[config.mk]
export PLATFORM = sky130hd
export DESIGN_NAME = multibyte_seq_flat
export DESIGN_NICKNAME = d
export VERILOG_FILES = /design/src/rtl/multibyte_seq_if.sv /design/src/rtl/multibyte_seq.sv /design/src/flat_wrapper.sv
export SDC_FILE = /design/constraint.sdc
export NUM_CORES = 1
export LEC_CHECK = 0
export ABC_AREA = 1
export CAP_MARGIN = 40
export CORE_UTILIZATION = 49
export DETAILED_ROUTE_END_ITERATION = 6
export PLACE_DENSITY_LB_ADDON = 0.3
export SETUP_SLACK_MARGIN = 0.1
export SYNTH_ARGS = -nofsm -noshare
export SYNTH_HDL_FRONTEND = slang
export SYNTH_SLANG_ARGS = --single-unit
[constraint.sdc]
create_clock -name clk -period 5.15 [get_ports clk]
set_input_delay 1.03 -clock clk [delete_from_list [all_inputs] [get_ports clk]]
set_output_delay 1.03 -clock clk [all_outputs]
set_load 0.02 [all_outputs]
[src/rtl/multibyte_seq_if.sv]
// Request/result handshake and 8-bit ALU bus for the multi-byte sequencer.
// The slave view belongs to the sequencer; the master view belongs to its requester and ALU.
interface multibyte_seq_if #(
  parameter int unsigned MAXB = 4
);
  localparam int unsigned W = 8 * MAXB;

  logic         start;
  logic [1:0]   op;
  logic [2:0]   len;
  logic [W-1:0] opa;
  logic [W-1:0] opb;
  logic         cin;
  logic         ack;
  logic         busy;
  logic         done;
  logic [W-1:0] res;
  logic         co;
  logic         eq;

  logic [3:0]   alu_cmd;
  logic [7:0]   alu_a;
  logic [7:0]   alu_b;
  logic         alu_sc_i;
  logic [7:0]   alu_rslt;
  logic         alu_sc_o;
  logic         alu_equal;

  modport slave (
    input  start, op, len, opa, opb, cin, ack, alu_rslt, alu_sc_o, alu_equal,
    output busy, done, res, co, eq, alu_cmd, alu_a, alu_b, alu_sc_i
  );

  modport master (
    output start, op, len, opa, opb, cin, ack, alu_rslt, alu_sc_o, alu_equal,
    input  busy, done, res, co, eq, alu_cmd, alu_a, alu_b, alu_sc_i
  );
endinterface

[src/rtl/multibyte_seq.sv]
// Multi-byte ADD/SHL/SHR/CMP sequencer: feeds an external 8-bit ALU one byte per
// cycle, chaining carry/shift bits between bytes and collecting the result.
module multibyte_seq #(
  parameter int unsigned MAXB = 4
) (
  input  logic            clk,
  input  logic            reset_n,
  multibyte_seq_if.slave  bus
);
  localparam int unsigned W = 8 * MAXB;
  localparam logic [2:0] LMAX   = 3'(MAXB);
  localparam logic [1:0] OP_ADD = 2'b00;
  localparam logic [1:0] OP_SHL = 2'b01;
  localparam logic [1:0] OP_SHR = 2'b10;
  localparam logic [1:0] OP_CMP = 2'b11;

  typedef enum logic [1:0] {S_IDLE, S_RUN, S_DONE} state_t;

  state_t       r_state;
  logic [1:0]   r_op;
  logic [2:0]   r_len;
  logic [2:0]   r_idx;
  logic [2:0]   r_cnt;
  logic [W-1:0] r_opa;
  logic [W-1:0] r_opb;
  logic [W-1:0] r_res;
  logic         r_cin;
  logic         r_carry;
  logic         r_co;
  logic         r_eq;
  logic         r_busy;
  logic         r_done;

  logic [2:0]   w_len;
  logic         w_last;
  logic         w_run;
  logic [7:0]   w_a;
  logic [7:0]   w_b;

  // Zero length and anything above MAXB both mean a full-width operation.
  assign w_len  = (bus.len == 3'd0 || bus.len > LMAX) ? LMAX : bus.len;
  assign w_last = (r_cnt == r_len - 3'd1);
  assign w_run  = (r_state == S_RUN);
  assign w_a    = 8'(r_opa >> {r_idx, 3'b000});
  assign w_b    = 8'(r_opb >> {r_idx, 3'b000});

  assign bus.busy = r_busy;
  assign bus.done = r_done;
  assign bus.res  = r_res;
  assign bus.co   = r_co;
  assign bus.eq   = r_eq;

  // ALU command bus is a decode of registered state only; idle outside RUN.
  always_comb begin
    bus.alu_cmd  = 4'b1111;
    bus.alu_a    = 8'd0;
    bus.alu_b    = 8'd0;
    bus.alu_sc_i = 1'b0;
    if (w_run) begin
      case (r_op)
        OP_ADD:  bus.alu_cmd = 4'b0000;
        OP_SHL:  bus.alu_cmd = 4'b0001;
        OP_SHR:  bus.alu_cmd = 4'b0010;
        default: bus.alu_cmd = 4'b1101;
      endcase
      bus.alu_a    = w_a;
      bus.alu_b    = w_b;
      bus.alu_sc_i = (r_cnt == 3'd0) ? r_cin : r_carry;
    end
  end

  always_ff @(posedge clk) begin
    if (!reset_n) begin
      r_state <= S_IDLE;
      r_op    <= 2'd0;
      r_len   <= 3'd0;
      r_idx   <= 3'd0;
      r_cnt   <= 3'd0;
      r_opa   <= '0;
      r_opb   <= '0;
      r_res   <= '0;
      r_cin   <= 1'b0;
      r_carry <= 1'b0;
      r_co    <= 1'b0;
      r_eq    <= 1'b0;
      r_busy  <= 1'b0;
      r_done  <= 1'b0;
    end else begin
      case (r_state)
        S_IDLE: begin
          if (bus.start) begin
            r_op    <= bus.op;
            r_len   <= w_len;
            r_opa   <= bus.opa;
            r_opb   <= bus.opb;
            r_cin   <= bus.cin;
            r_idx   <= (bus.op == OP_SHR) ? w_len - 3'd1 : 3'd0;
            r_cnt   <= 3'd0;
            r_carry <= 1'b0;
            r_res   <= '0;
            r_co    <= 1'b0;
            r_eq    <= 1'b1;
            r_busy  <= 1'b1;
            r_state <= S_RUN;
          end
        end
        S_RUN: begin
          // CMP only accumulates the equality flag; res stays cleared.
          if (r_op == OP_CMP) begin
            if (!bus.alu_equal) r_eq <= 1'b0;
          end else begin
            for (int unsigned b = 0; b < MAXB; b++) begin
              if (r_idx == 3'(b)) r_res[8*b +: 8] <= bus.alu_rslt;
            end
          end
          r_carry <= bus.alu_sc_o;
          r_cnt   <= r_cnt + 3'd1;
          r_idx   <= (r_op == OP_SHR) ? r_idx - 3'd1 : r_idx + 3'd1;
          if (w_last) begin
            r_co    <= (r_op == OP_CMP) ? 1'b0 : bus.alu_sc_o;
            r_busy  <= 1'b0;
            r_done  <= 1'b1;
            r_state <= S_DONE;
          end
        end
        S_DONE: begin
          if (bus.ack) begin
            r_done  <= 1'b0;
            r_state <= S_IDLE;
          end
        end
        default: r_state <= S_IDLE;
      endcase
    end
  end
endmodule

[src/flat_wrapper.sv]
// flat-port wrapper written by rule: the top's interface ports become plain ports
module multibyte_seq_flat 
#(
  parameter int unsigned MAXB = 4
)
  (clk, reset_n, bus_start, bus_op, bus_len, bus_opa, bus_opb, bus_cin, bus_ack, bus_alu_rslt, bus_alu_sc_o, bus_alu_equal, bus_busy, bus_done, bus_res, bus_co, bus_eq, bus_alu_cmd, bus_alu_a, bus_alu_b, bus_alu_sc_i);
  multibyte_seq_if #(.MAXB(MAXB)) bus_i ();
  input  logic clk;
  input  logic reset_n;
  input wire logic [$bits(bus_i.start)-1:0] bus_start;
  input wire logic [$bits(bus_i.op)-1:0] bus_op;
  input wire logic [$bits(bus_i.len)-1:0] bus_len;
  input wire logic [$bits(bus_i.opa)-1:0] bus_opa;
  input wire logic [$bits(bus_i.opb)-1:0] bus_opb;
  input wire logic [$bits(bus_i.cin)-1:0] bus_cin;
  input wire logic [$bits(bus_i.ack)-1:0] bus_ack;
  input wire logic [$bits(bus_i.alu_rslt)-1:0] bus_alu_rslt;
  input wire logic [$bits(bus_i.alu_sc_o)-1:0] bus_alu_sc_o;
  input wire logic [$bits(bus_i.alu_equal)-1:0] bus_alu_equal;
  output wire logic [$bits(bus_i.busy)-1:0] bus_busy;
  output wire logic [$bits(bus_i.done)-1:0] bus_done;
  output wire logic [$bits(bus_i.res)-1:0] bus_res;
  output wire logic [$bits(bus_i.co)-1:0] bus_co;
  output wire logic [$bits(bus_i.eq)-1:0] bus_eq;
  output wire logic [$bits(bus_i.alu_cmd)-1:0] bus_alu_cmd;
  output wire logic [$bits(bus_i.alu_a)-1:0] bus_alu_a;
  output wire logic [$bits(bus_i.alu_b)-1:0] bus_alu_b;
  output wire logic [$bits(bus_i.alu_sc_i)-1:0] bus_alu_sc_i;
  assign bus_i.start = bus_start;
  assign bus_i.op = bus_op;
  assign bus_i.len = bus_len;
  assign bus_i.opa = bus_opa;
  assign bus_i.opb = bus_opb;
  assign bus_i.cin = bus_cin;
  assign bus_i.ack = bus_ack;
  assign bus_i.alu_rslt = bus_alu_rslt;
  assign bus_i.alu_sc_o = bus_alu_sc_o;
  assign bus_i.alu_equal = bus_alu_equal;
  assign bus_busy = bus_i.busy;
  assign bus_done = bus_i.done;
  assign bus_res = bus_i.res;
  assign bus_co = bus_i.co;
  assign bus_eq = bus_i.eq;
  assign bus_alu_cmd = bus_i.alu_cmd;
  assign bus_alu_a = bus_i.alu_a;
  assign bus_alu_b = bus_i.alu_b;
  assign bus_alu_sc_i = bus_i.alu_sc_i;
  multibyte_seq #(.MAXB(MAXB)) u_core (.clk(clk), .reset_n(reset_n), .bus(bus_i));
endmodule
# [Word level (Yosys, flattened, before mapping)]
# Index checks and enable logic that the tools add are counted.
[totals] regBits=115 out_inout_bits=57 wordCells=101
[op_classes] add_sub_neg=5 n_lt_le_gt_ge=1 n_eq_ne=20 shift=2 muxes=38 n_reduce_logical=18
[ops] operator="2-to-1 mux 32 bit" n=2
[ops] operator="one-hot mux 32 bit (2 select lines)" n=1
[ops] operator="right shift 32 x 6 -> 8 bit" n=2
[ops] operator="2-to-1 mux 8 bit" n=6
[ops] operator="AND reduction 4 bit" n=5
[ops] operator="inequality test 2 bit, second input constant" n=9
[ops] operator="2-to-1 mux 3 bit" n=5
[ops] operator="one-hot mux 3 bit (2 select lines)" n=2
[ops] operator="one-hot mux 4 bit (3 select lines)" n=1
[ops] operator="2-to-1 mux 1 bit" n=11
[ops] operator="one-hot mux 1 bit (2 select lines)" n=5
[ops] operator="logical NOT 3 bit" n=3
[ops] operator="AND reduction 3 bit" n=3
[ops] operator="subtractor 3 x 1 -> 3 bit, second input constant" n=3
[ops] operator="== test 2 bit, second input constant" n=4
[ops] operator="adder 3 x 1 -> 3 bit, second input constant" n=2
[ops] operator="== test 3 x 2 -> 1 bit, second input constant" n=2
[ops] operator="2-to-1 mux 2 bit" n=3
[ops] operator="one-hot mux 2 bit (3 select lines)" n=1
[ops] operator="== test 2 x 1 -> 1 bit, second input constant" n=2
[ops] operator="logical NOT 2 bit" n=2
[ops] operator="2-to-1 mux 4 bit" n=1
[ops] operator="AND reduction 2 bit" n=2
[ops] operator="nonzero test 2 bit" n=2
[ops] operator="5 further kinds" n=5

# [Logic depth before layout (Yosys ltp)]
# Gate-level depths: netlist of run 1.
[logic_depth] ltp_word=7 ltp_mapped=11

# [Worst setup path after synthesis of run 1]
# Ideal clock, no wire load.
[synth_path] path_type="reg2out" startpoint="register u_core.r_idx[1]" endpoint="output port bus_alu_a[0]" arrival_ps=1407 t_required_ps=4120 path_slack_ps=2713 path_stages_with_launch=7 path_buffers=2 path_cell_list="dfxtp_1 buf_2 clkinv_1 buf_2 nor2_1 o21ai_0 a21oi_1"
[synth_between] elab_chain_len=2
[synth_lines] item="from (decl)" line_no="multibyte_seq.sv:22" source="logic [2:0] r_idx;"
[synth_lines] item="from (signal assigned)" line_no="multibyte_seq.sv:97" source="r_idx <= (bus.op == OP_SHR) ? w_len - 3'd1 : 3'd0;"
[synth_lines] item="from (signal assigned)" line_no="multibyte_seq.sv:118" source="r_idx <= (r_op == OP_SHR) ? r_idx - 3'd1 : r_idx + 3'd1;"
[synth_lines] item="right shift 32 x 6 -> 8 bit" line_no="multibyte_seq.sv:44" source="assign w_a = 8'(r_opa >> {r_idx, 3'b000});"
[synth_lines] item="2-to-1 mux 8 bit" line_no="multibyte_seq.sv:59" source="if (w_run) begin"
[synth_lines] item="to (decl)" line_no="flat_wrapper.sv:26" source="output wire logic [$bits(bus_i.alu_a)-1:0] bus_alu_a;"
# No other way between the ends.

# [Worst setup path after layout of run 1]
[layout_path] startpoint="register u_core.r_idx[1]" endpoint="output port bus_alu_b[7]"
[layout_between] elab_chain_len=2
[layout_lines] item="right shift 32 x 6 -> 8 bit" line_no="multibyte_seq.sv:45" source="assign w_b = 8'(r_opb >> {r_idx, 3'b000});"
[layout_lines] item="2-to-1 mux 8 bit" line_no="multibyte_seq.sv:59"
[layout_lines] item="to (decl)" line_no="flat_wrapper.sv:27" source="output wire logic [$bits(bus_i.alu_b)-1:0] bus_alu_b;"
# No other way between the ends.

==> metrics, run 1 <==
Clk Latency, worst-skew pair about 520 ps; Slew HR 0.4055; FP Rows 36; final worst setup slack roughly 900 ps; Worst-Margin Slew 891.7 ps; crit path DAT 3220 ps; PortBufs 140; Synth cell types 29; peak supply drop 0.2994 mV; Post-CTS Setup Bufs 0; setup tns final 0 ps; DRT antenna net count 0; pwr dens 379.7 mW/mm²; FF-to-FF setup slack roughly 2400 ps; initial DRC count 259; Post-CTS Resized 0; endpoints failing setup 0; CP cell instances clkinv_1 > nor2_1 > o21ai_0 > a21oi_1 > clkdlybuf4s50_1; crit-path max FO 20; number of synthesized flops with an enable pin 0; Crit Reg-Reg Endpoint u_core.bus.res[0]$_SDFFE_PN0P_; share of cells above drive strength 1 0.06750; critical path endpoint category primary output; CTS sink cnt 115; Hold-fix buffers, CTS 0; minimum clock period 4248 ps; MaxCap Viol Count 0; Initial Utilization 0.5055; Layout area overhead 38.16%; Syn Area/Cell 7.386 µm²; Post-Route WL 13910 µm; final count of hold timing violations 0; H-tree Lvls 4; Setup Slack @ Placement roughly 1500 ps; Worst Setup Path Type register to primary output; post-synthesis sequential element count 115; Critical Path Stages 5; Fin Hold WS ~460 ps; reg2reg start u_core.r_idx[1]$_SDFFE_PN0P_; final worst-path cycle share 0.8249; critical path's slowest cell dfxtp_1; die area 0.01049 mm²; top-area cell type share of the netlist area 0.4659; fillcell total 784; drt drc 0; mapped cell area 0.004941 mm²; gr usage total 0.2752; number of I/O pins 141; clock transition at the registers of the reported paths 50 ps; Synth Instances 669; ANT cells 0; Vias 4892; number of global-route vias before repair 4752; core area between 0.009 and 0.01 mm²; Slew Limit Fails 0; LEAKAGE 2.705 nW; Crit path buffers/inverters 2; Primary FF master, synth dfxtp_1; Hold Crit Start u_core.bus.busy$_SDFFE_PN0P_; first-pass GRT wire length 22090 µm; area leader, netlist dfxtp_1; RSZ-0062 raised after global routing false; total power draw 2.592 mW; crit start category register; largest net degree at the start of global routing 107; Hold Path Class register to register; delay-heaviest family, CP buffers and inverters; Synth Net Count 764; crit path launch u_core.r_idx[1]$_SDFFE_PN0P_; worst hold stages 2; fmax between 200 and 250 MHz; gr ovfl total 0; Layout Nets approximately 880; sequential share of the synthesized area 0.4659; Die Wd approximately 100 µm; Post-Route Skew 7.527 ps; Critical Path Sink bus_alu_b[7]; initial antenna violation count 0; DP Wirelength 9090 µm; Max Root-Sink Buffers 2; max incr delay on CP 760 ps; R2R cell count 6; wire per inst between 10 and 15 µm; CTS tree yes; drt via density 5.243; outcome finished clean; Non-Filler Instances about 930; die span in y about 100 µm; Post-synth ARST share 0; clock root cell clkbuf_8; Ys Warns 0; CTS Buf Count 17; GPL Wtd Cong slightly below 0.9; Critical Path RT between 4000 and 5000 ps; drt first pass iters 4; Synth area leaders dfxtp_1 47%, nor2_1 15%, o21ai_0 13%; # placed instances 903
layout make-up:
class,count,area [µm²],area share
sequential,115,2302,0.3372
clock inverter,12,93.84,0.01375
inverter,27,101.3,0.01485
multi-input combinational,483,2291,0.3356
timing repair buffer,145,1454,0.2130
tap,133,166.4,0.02438
clock buffer,18,417.9,0.06122
placed cells by master (no fill, tap or decap), drive strengths merged:
master	count
bufinv	1
a22oi	1
o21ai	137
ha	11
dfxtp	115
nor2	200
xnor2	3
nor3	1
nand3	11
a21oi	70
inv	25
a211oi	1
clkinvlp	2
clkdlybuf4s50	139
nand2	45
or2	1
clkbuf	18
o31ai	2
buf	6
clkinv	11
worst min-delay path: cells and delay by family, from the launching register on:
family / cells / cell delay [ps]
flip-flops: 1 / 310
AO/OA/AOI/OAI: 1 / 50
AND/OR/NAND/NOR: 1 / 60
cells in the mapped netlist, drive strengths merged, types with 2 or more instances:
library cell,n
a21oi,70
buf,23
clkbuf,21
clkinv,2
dfxtp,115
ha,11
inv,25
nand2,45
nand3,11
nor2,200
o21ai,137
o31ai,2
xnor2,3
worst min path at each step:
stage and endpoint:
2_1_floorplan u_core.r_carry$_SDFFE_PN0P_, 3_3_place_gp u_core.bus.busy$_SDFFE_PN0P_, 3_5_place_dp u_core.bus.busy$_SDFFE_PN0P_, 4_1_cts u_core.bus.busy$_SDFFE_PN0P_, 5_1_grt u_core.bus.busy$_SDFFE_PN0P_, 6_report u_core.bus.busy$_SDFFE_PN0P_
metal layers:
metal | vias to the layer above | GRT usage | share of wire
met1 | 2220 | 0.3175 | 0.40
li1 | 2436 | - | -
met5 | - | 0 | 0
met2 | 205 | 0.4595 | 0.48
met3 | 31 | 0.08960 | 0.093
met4 | 0 | 0.1352 | 0.026
cell families after synthesis:
kind of cell    Yosys count  synth area share
xor+xnor                  3          0.005319
fa+ha+maj                11           0.02785
flops                   115            0.4659
compound gates          211            0.2188
buf+inv                  71           0.07040
simple gates            258            0.2117
report_power, final:
part / internal, mW / switching (mW) / leakage [nW]
Clock: 0.624 / 0.399 / 0.255
Combinational: 0.232 / 0.306 / 1.50
Sequential: 0.978 / 0.0533 / 0.952
Total: 1.83 / 0.758 / 2.70
metrics by stage:
step	cell area [µm²]	util
5_1_grt	6827	0.6984
4_1_cts	6827	0.6984
2_1_floorplan	4941	-
3_3_place_gp	6287	0.6432
6_report	6827	0.6984
3_5_place_dp	6315	0.6461
registers in the layout (all words and copies together), names as in the netlist, 2 cells and up:
| signal | cells |
|---|---|
| u_core.bus.res | 32 |
| u_core.r_cnt | 3 |
| u_core.r_idx | 3 |
| u_core.r_len | 3 |
| u_core.r_op | 2 |
| u_core.r_opa | 32 |
| u_core.r_opb | 32 |
| u_core.r_state | 2 |
(Power assumes the default switching activity.)
==> run 2, diff against run 1 <==
--- a/config.mk
+++ b/config.mk
@@ -7,7 +7,7 @@
 export LEC_CHECK = 0
 export ABC_AREA = 1
 export CAP_MARGIN = 40
-export CORE_UTILIZATION = 49
+export CORE_UTILIZATION = 43
 export DETAILED_ROUTE_END_ITERATION = 6
 export PLACE_DENSITY_LB_ADDON = 0.3
 export SETUP_SLACK_MARGIN = 0.1
==> constraint.sdc (replaced) <==
create_clock -name clk -period 3.7 [get_ports clk]
set_input_delay 0.74 -clock clk [delete_from_list [all_inputs] [get_ports clk]]
set_output_delay 0.74 -clock clk [all_outputs]
set_load 0.02 [all_outputs]
==> run 2 against run 1 <==
Die area rose by 14%; clock power is 58% higher; global-route usage decreased by 3.0 points; sequential share of layout area down 0.51 points; non-clock buffer count up 3; cell count up 1.3%; worst setup slack got worse by 490 ps; via count increased by 1.0%; wire length is 1.9% higher; clock skew shrank 0.84 ps; first-iteration DRC count rose by 20%; critical endpoint is now bus_alu_b[0]; highest routed layer unchanged.
==> metrics, run 2 (same netlist as run 1, synthesis figures left out) <==
LEAKAGE 2.748 nW (+1.6%); Slew HR 0.4255 (+0.01996); reg2reg start u_core.r_idx[0]$_SDFFE_PN0P_; Post-CTS Resized 0 (unchanged); total power draw 3.799 mW (+47%); Post-Route WL 14180 µm (+1.9%); Clk Latency, worst-skew pair 400 ps (-120 ps); Post-Route Skew 6.683 ps (-0.8444 ps); final worst-path cycle share 0.8892; RSZ-0062 raised after global routing false; largest net degree at the start of global routing 49 (-54%); drt first pass iters 5 (+1); Critical Path RT 2960 ps (-1160 ps); Worst Setup Path Type register to primary output; GPL Wtd Cong 0.9193 (+5.0%); Initial Utilization 0.4479 (-0.05757); die area 0.01192 mm² (+14%); clock root cell clkbuf_16; ANT cells 0 (unchanged); Comb pwr share 0.200 (-0.008); Die Wd 109.2 µm (+6.6%); Post-DP Area 0.006339 mm² (+0.38%); crit path launch u_core.r_idx[1]$_SDFFE_PN0P_; final count of hold timing violations 0 (unchanged); crit-path max FO 19 (-5.0%); Seq pwr share 0.376 (-0.022); endpoints failing setup 0 (unchanged); share of cells above drive strength 1 0.07453 (+0.007034); initial antenna violation count 0 (unchanged); Clock power frac 0.423 (+0.028); fmax 303.9 MHz; most frequent cells in the layout 197 x nor2_1, 139 x clkdlybuf4s50_1, 131 x o21ai_0; MaxCap Viol Count 0 (unchanged); initial DRC count 312 (+20%); FP Rows 38 (+5.6%); core area 0.01103 mm² (+13%); minimum clock period between 3000 and 4000 ps; Final Core Density 0.6284 (-0.07001); H-tree Lvls 4 (unchanged); crit start category register; gr usage total 0.2448 (-0.03037); Layout area overhead 40.29%; NetSw 1.098 mW (+45%); Worst-Margin Slew 860.8 ps (-30.88 ps); CTS tree yes; drt drc 0 (unchanged); CTS Buf Count 17 (unchanged); Layout Nets 887 (+0.34%); Setup Slack @ Placement 926.7 ps (-539.5 ps); drt via density 5.231 (-0.24%); outcome finished clean; FF-to-FF setup slack 1600 ps (-840 ps); Post-CTS Setup Bufs 0 (unchanged); Vias 4943 (+1.0%); PortBufs 140 (unchanged); clock transition at the registers of the reported paths 60 ps (about the same); peak supply drop 0.3026 mV (+1.1%); critical path endpoint category primary output; DP Wirelength 9355 µm (+2.9%); setup tns final 0 ps (unchanged); Hold Path Class register to register; commonest non-fill, non-tap cell in the layout nor2_1; wire per inst 15.01 µm (+0.63%); die span in y 109.2 µm (+6.6%); Hold Crit Start u_core.bus.busy$_SDFFE_PN0P_; switch share 0.2889 (-0.003606); pwr dens 548.0 mW/mm² (+44%); Slew Limit Fails 0 (unchanged); CTS sink cnt 115 (unchanged); number of I/O pins 141 (unchanged); Max Root-Sink Buffers 2 (unchanged); number of global-route vias before repair 4800 (+1.0%); Pint 2.701 mW (+47%); DRT antenna net count 0 (unchanged); Hold-fix buffers, CTS 0 (unchanged); crit path DAT 2550 ps (-670 ps); gr ovfl total 0 (unchanged); first-pass GRT wire length 22470 µm (+1.7%); final worst setup slack 410.0 ps (-491.8 ps); post-route cell area 0.006932 mm² (+1.5%)
## run 2: per-stage QoR
step | std cells | hold slack (ps)
global placement | 913 | 451.4
detailed placement | 913 | 461.5
global route | 945 | 497.4
finish | 945 | 464.2
floorplan | 669 | 439.1
CTS | 945 | 468.8
## run 2: layout make-up
cell class,instances,area (µm²)
clock buffer,18,439.2
clock inverter,14,153.9
fill,979,4099
inverter,27,101.3
multi-input combinational,483,2291
sequential,115,2302
tap,140,175.2
timing repair buffer,148,1469
## run 2: power groups by stage
stage | registers (mW) | clock network, mW | logic [mW]
detailed placement | 1.45 | 0 | 0.749
finish | 1.43 | 1.61 | 0.761
global route | 1.44 | 1.70 | 0.839
global placement | 1.44 | 0 | 0.737
CTS | 1.43 | 1.64 | 0.758
floorplan | 1.49 | 0 | 0.416
## run 2: final timing paths
kind | end | cells past startpoint
worst max register to register | u_core.bus.res[4]$_SDFFE_PN0P_ | 7
worst max-delay path | bus_alu_b[0] | 5
worst min-delay path | u_core.bus.busy$_SDFFE_PN0P_ | 2
worst min register to register | u_core.bus.busy$_SDFFE_PN0P_ | 2
## run 2: critical path, cell delays in order, from the launching register on
cell and delay (ps):
dfxtp_1 330, clkinv_1 510, nor2_1 300, o21ai_0 150
a21oi_1 230, clkdlybuf4s50_1 630
## run 2: per-layer routing
| layer | up-vias | global-route usage | part of all wire |
|---|---|---|---|
| li1 | 2449 | - | - |
| met1 | 2274 | 0.2892 | 0.43 |
| met2 | 190 | 0.4142 | 0.46 |
| met3 | 30 | 0.07591 | 0.079 |
| met4 | 0 | 0.09333 | 0.027 |
| met5 | - | 0 | 0 |
==> run 3, diff against run 2 <==
--- a/config.mk
+++ b/config.mk
@@ -5,9 +5,8 @@
 export SDC_FILE = /design/constraint.sdc
 export NUM_CORES = 1
 export LEC_CHECK = 0
-export ABC_AREA = 1
 export CAP_MARGIN = 40
-export CORE_UTILIZATION = 43
+export CORE_UTILIZATION = 44
 export DETAILED_ROUTE_END_ITERATION = 6
 export PLACE_DENSITY_LB_ADDON = 0.3
 export SETUP_SLACK_MARGIN = 0.1
==> run 3 against run 2 <==
The run now ends with DRC left; hold slack got worse by 11 ps; combinational power decreased by 38%; count of clock-buffer cells in the layout decreased by 1; area after synthesis increased by 8.4%; clock power about the same; critical endpoint is now bus_alu_a[4]; largest power group unchanged; highest routed layer unchanged.
==> metrics, run 3 <==
violated checks DRC; post-synthesis compound-gate area fraction 0.1549 (-0.06388); Worst-Margin Slew 793.9 ps (-66.89 ps); area leader, netlist dfxtp_1; switch share 0.2584 (-0.03052); Post-Route Skew 6.121 ps (-0.5616 ps); most numerous cell in the Yosys netlist nand2_1; first-pass GRT wire length 22430 µm (-0.18%); top-area cell type share of the netlist area 0.4299 (-0.03603); met2 wire length 6562 µm (+0.69%); number of global-route vias before repair 4540 (-5.4%); Simple-Gate Fraction of Synth Area 0.2341 (+0.02241); gr usage total 0.2249 (-0.01990); outcome complete, but fails checks; LEAKAGE 2.945 nW (+7.2%); MaxCap Viol Count 0 (unchanged); delay-heaviest family, CP simple AND/OR/NAND/NOR gates; Die Wd 112.3 µm (+2.9%); ANT cells 0 (unchanged); Non-Filler Instances 872 (-7.7%); initial antenna violation count 0 (unchanged); largest family of logic cells by synthesized area simple AND/OR/NAND/NOR gates; reg2reg start u_core.r_state[0]$_SDFFE_PN0P_; Seq pwr share 0.389 (+0.013); clock transition at the registers of the reported paths 60 ps (about the same); met1 wire length 5951 µm (-3.5%); core area 0.01166 mm² (+5.7%); sequential share of the synthesized area 0.4299 (-0.03603); post-synthesis sequential element count 115 (unchanged); post-synthesis mux area share 0.08785 (+0.08785); Pint 2.537 mW (-6.1%); final worst-path cycle share 0.8522 (-0.03695); peak supply drop 0.2919 mV (-3.5%); Synth area leaders dfxtp_1 43%, nand2_1 11%, a21boi_0 8.3%; commonest cells in the netlist 161 x nand2_1, 115 x dfxtp_1, 59 x a21boi_0; pwr dens 464.1 mW/mm² (-15%); most frequent cells in the layout 161 x nand2_1, 139 x clkdlybuf4s50_1, 115 x dfxtp_1; Post-Route WL 13600 µm (-4.1%); largest net degree at the start of global routing 76 (+55%); Max Root-Sink Buffers 2 (unchanged); Syn Area/Cell 8.985 µm² (+22%); Ys Warns 0 (unchanged); crit path launch u_core.r_state[0]$_SDFFE_PN0P_; NetSw 0.8839 mW (-19%); Hold-fix buffers, CTS 0 (unchanged); Post-CTS Setup Bufs 0 (unchanged); Crit path buffers/inverters 1 (-1); number of synthesized flops with an enable pin 0 (unchanged); critical path endpoint category primary output; Post-CTS Resized 0 (unchanged); initial DRC count 280 (-10%); die area 0.01262 mm² (+5.8%); Worst Setup Path Type register to primary output; drt via density 5.175 (-1.1%); CTS tree yes; drt first pass iters 6 (+1); crit-path max FO 29 (+10); mapped cell area 0.005355 mm² (+8.4%); Fin Hold WS 453.5 ps (-10.67 ps); wire per inst 15.60 µm (+4.0%); Primary FF master, synth dfxtp_1; Synth Area in Adders 0.02570 (-0.002154); endpoints failing setup 0 (unchanged); max incr delay on CP 660 ps (+30 ps); Synth Instances 596 (-11%); drt drc 9 (+9); FP Rows 39 (+2.6%); PortBufs 140 (unchanged); setup tns final 0 ps (unchanged); die span in y 112.3 µm (+2.9%); Comb pwr share 0.138 (-0.062); Vias 4513 (-8.7%); CP cell instances nor2b_4 > and3_1 > clkdlybuf4s50_1; Initial Utilization 0.4592 (+0.01124); commonest non-fill, non-tap cell in the layout nand2_1; Slew Limit Fails 0 (unchanged); H-tree Lvls 4 (unchanged); gr ovfl total 0 (unchanged); CTS Buf Count 17 (unchanged); DRT antenna net count 0 (unchanged); minimum clock period 3153 ps (-136.7 ps); DP Wirelength 9167 µm (-2.0%); Synth cell types 41 (+41%); Critical Path RT 2960 ps (about the same); GPL Wtd Cong 0.8038 (-13%); fillcell total 982 (+0.31%); Synth Net Count 691 (-9.6%); final count of hold timing violations 0 (unchanged); Hold Crit Start u_core.r_opb[31]$_SDFFE_PN0P_; Hold Path Class register to register; RSZ-0062 raised after global routing false; clock root cell clkbuf_16; post-synthesis xor/xnor area fraction 0.01238 (+0.007065); crit start category register; critical path's slowest cell nor2b_4; Layout Nets 811 (-8.6%); crit path DAT 2410 ps (-140 ps); wire length on met3 800 µm (-28%); CTS sink cnt 115 (unchanged); top layer in use met4; Clk Latency, worst-skew pair 400 ps (about the same); Slew HR 0.4701 (+0.04464); Layout area overhead 37.64%; share of cells above drive strength 1 0.09328 (+0.01874); # placed instances 840 (-8.0%); Clock power frac 0.473 (+0.050); Post-synth ARST share 0 (unchanged); fmax 317.1 MHz (+4.3%); number of I/O pins 141 (unchanged)
## run 3: power groups by stage
stage	clock network (mW)	registers, mW	logic (mW)
2_1_floorplan	0	1.35	0.286
3_3_place_gp	0	1.35	0.460
3_5_place_dp	0	1.36	0.469
4_1_cts	1.64	1.33	0.474
5_1_grt	1.70	1.34	0.515
6_report	1.62	1.33	0.471
## run 3: cells by family (layout without fill, tap and decap cells)
| kind of cell | count (synthesis) | in the layout |
|---|---|---|
| AOI/OAI and AO/OA | 113 | 113 |
| xor gates and xnor gates | 6 | 6 |
| adders and majority gates | 11 | 11 |
| buffers and inverters | 56 | 189 |
| DFF | 115 | 115 |
| muxes | 27 | 27 |
| and+or+nand+nor | 268 | 268 |
## run 3: through the flow
step	util	setup WS, ps	power [mW]	cell area (µm²)
global placement	0.5796	982.7	1.813	6759
detailed placement	0.5813	982.1	1.827	6779
CTS	0.6320	570.1	3.444	7371
floorplan	-	1466	1.640	5355
global route	0.6320	435.6	3.557	7371
finish	0.6320	546.7	3.421	7371
## run 3: area by class of cell
cell class              count  area [µm²]  area share
well taps                 143       178.9     0.02427
clock inverters            15       166.4     0.02258
flip-flops and latches    115        2302      0.3123
inverters                   8       30.03    0.004074
clock buffers              17       425.4     0.05772
multi-input cells         425        2766      0.3753
repair buffers            149        1501      0.2037
## run 3: tightest hold or removal path, stage by stage, from the launching register on
cell and delay [ps]:
dfxtp_1 310, nand2_1 50, a21boi_1 50
## run 3: worst paths after layout
path                                      to  slack, ps  cells after the start
min reg2reg    u_core.r_opb[31]$_SDFFE_PN0P_        450                      2
max reg2reg  u_core.bus.res[19]$_SDFFE_PN0P_       1040                      5
min            u_core.r_opb[31]$_SDFFE_PN0P_        450                      2
max                             bus_alu_a[4]        550                      3
## run 3: routing by layer
metal,up-vias,global-route usage
met5,-,0
met3,23,0.05238
li1,2249,-
met2,125,0.3760
met1,2116,0.2805
met4,0,0.09156
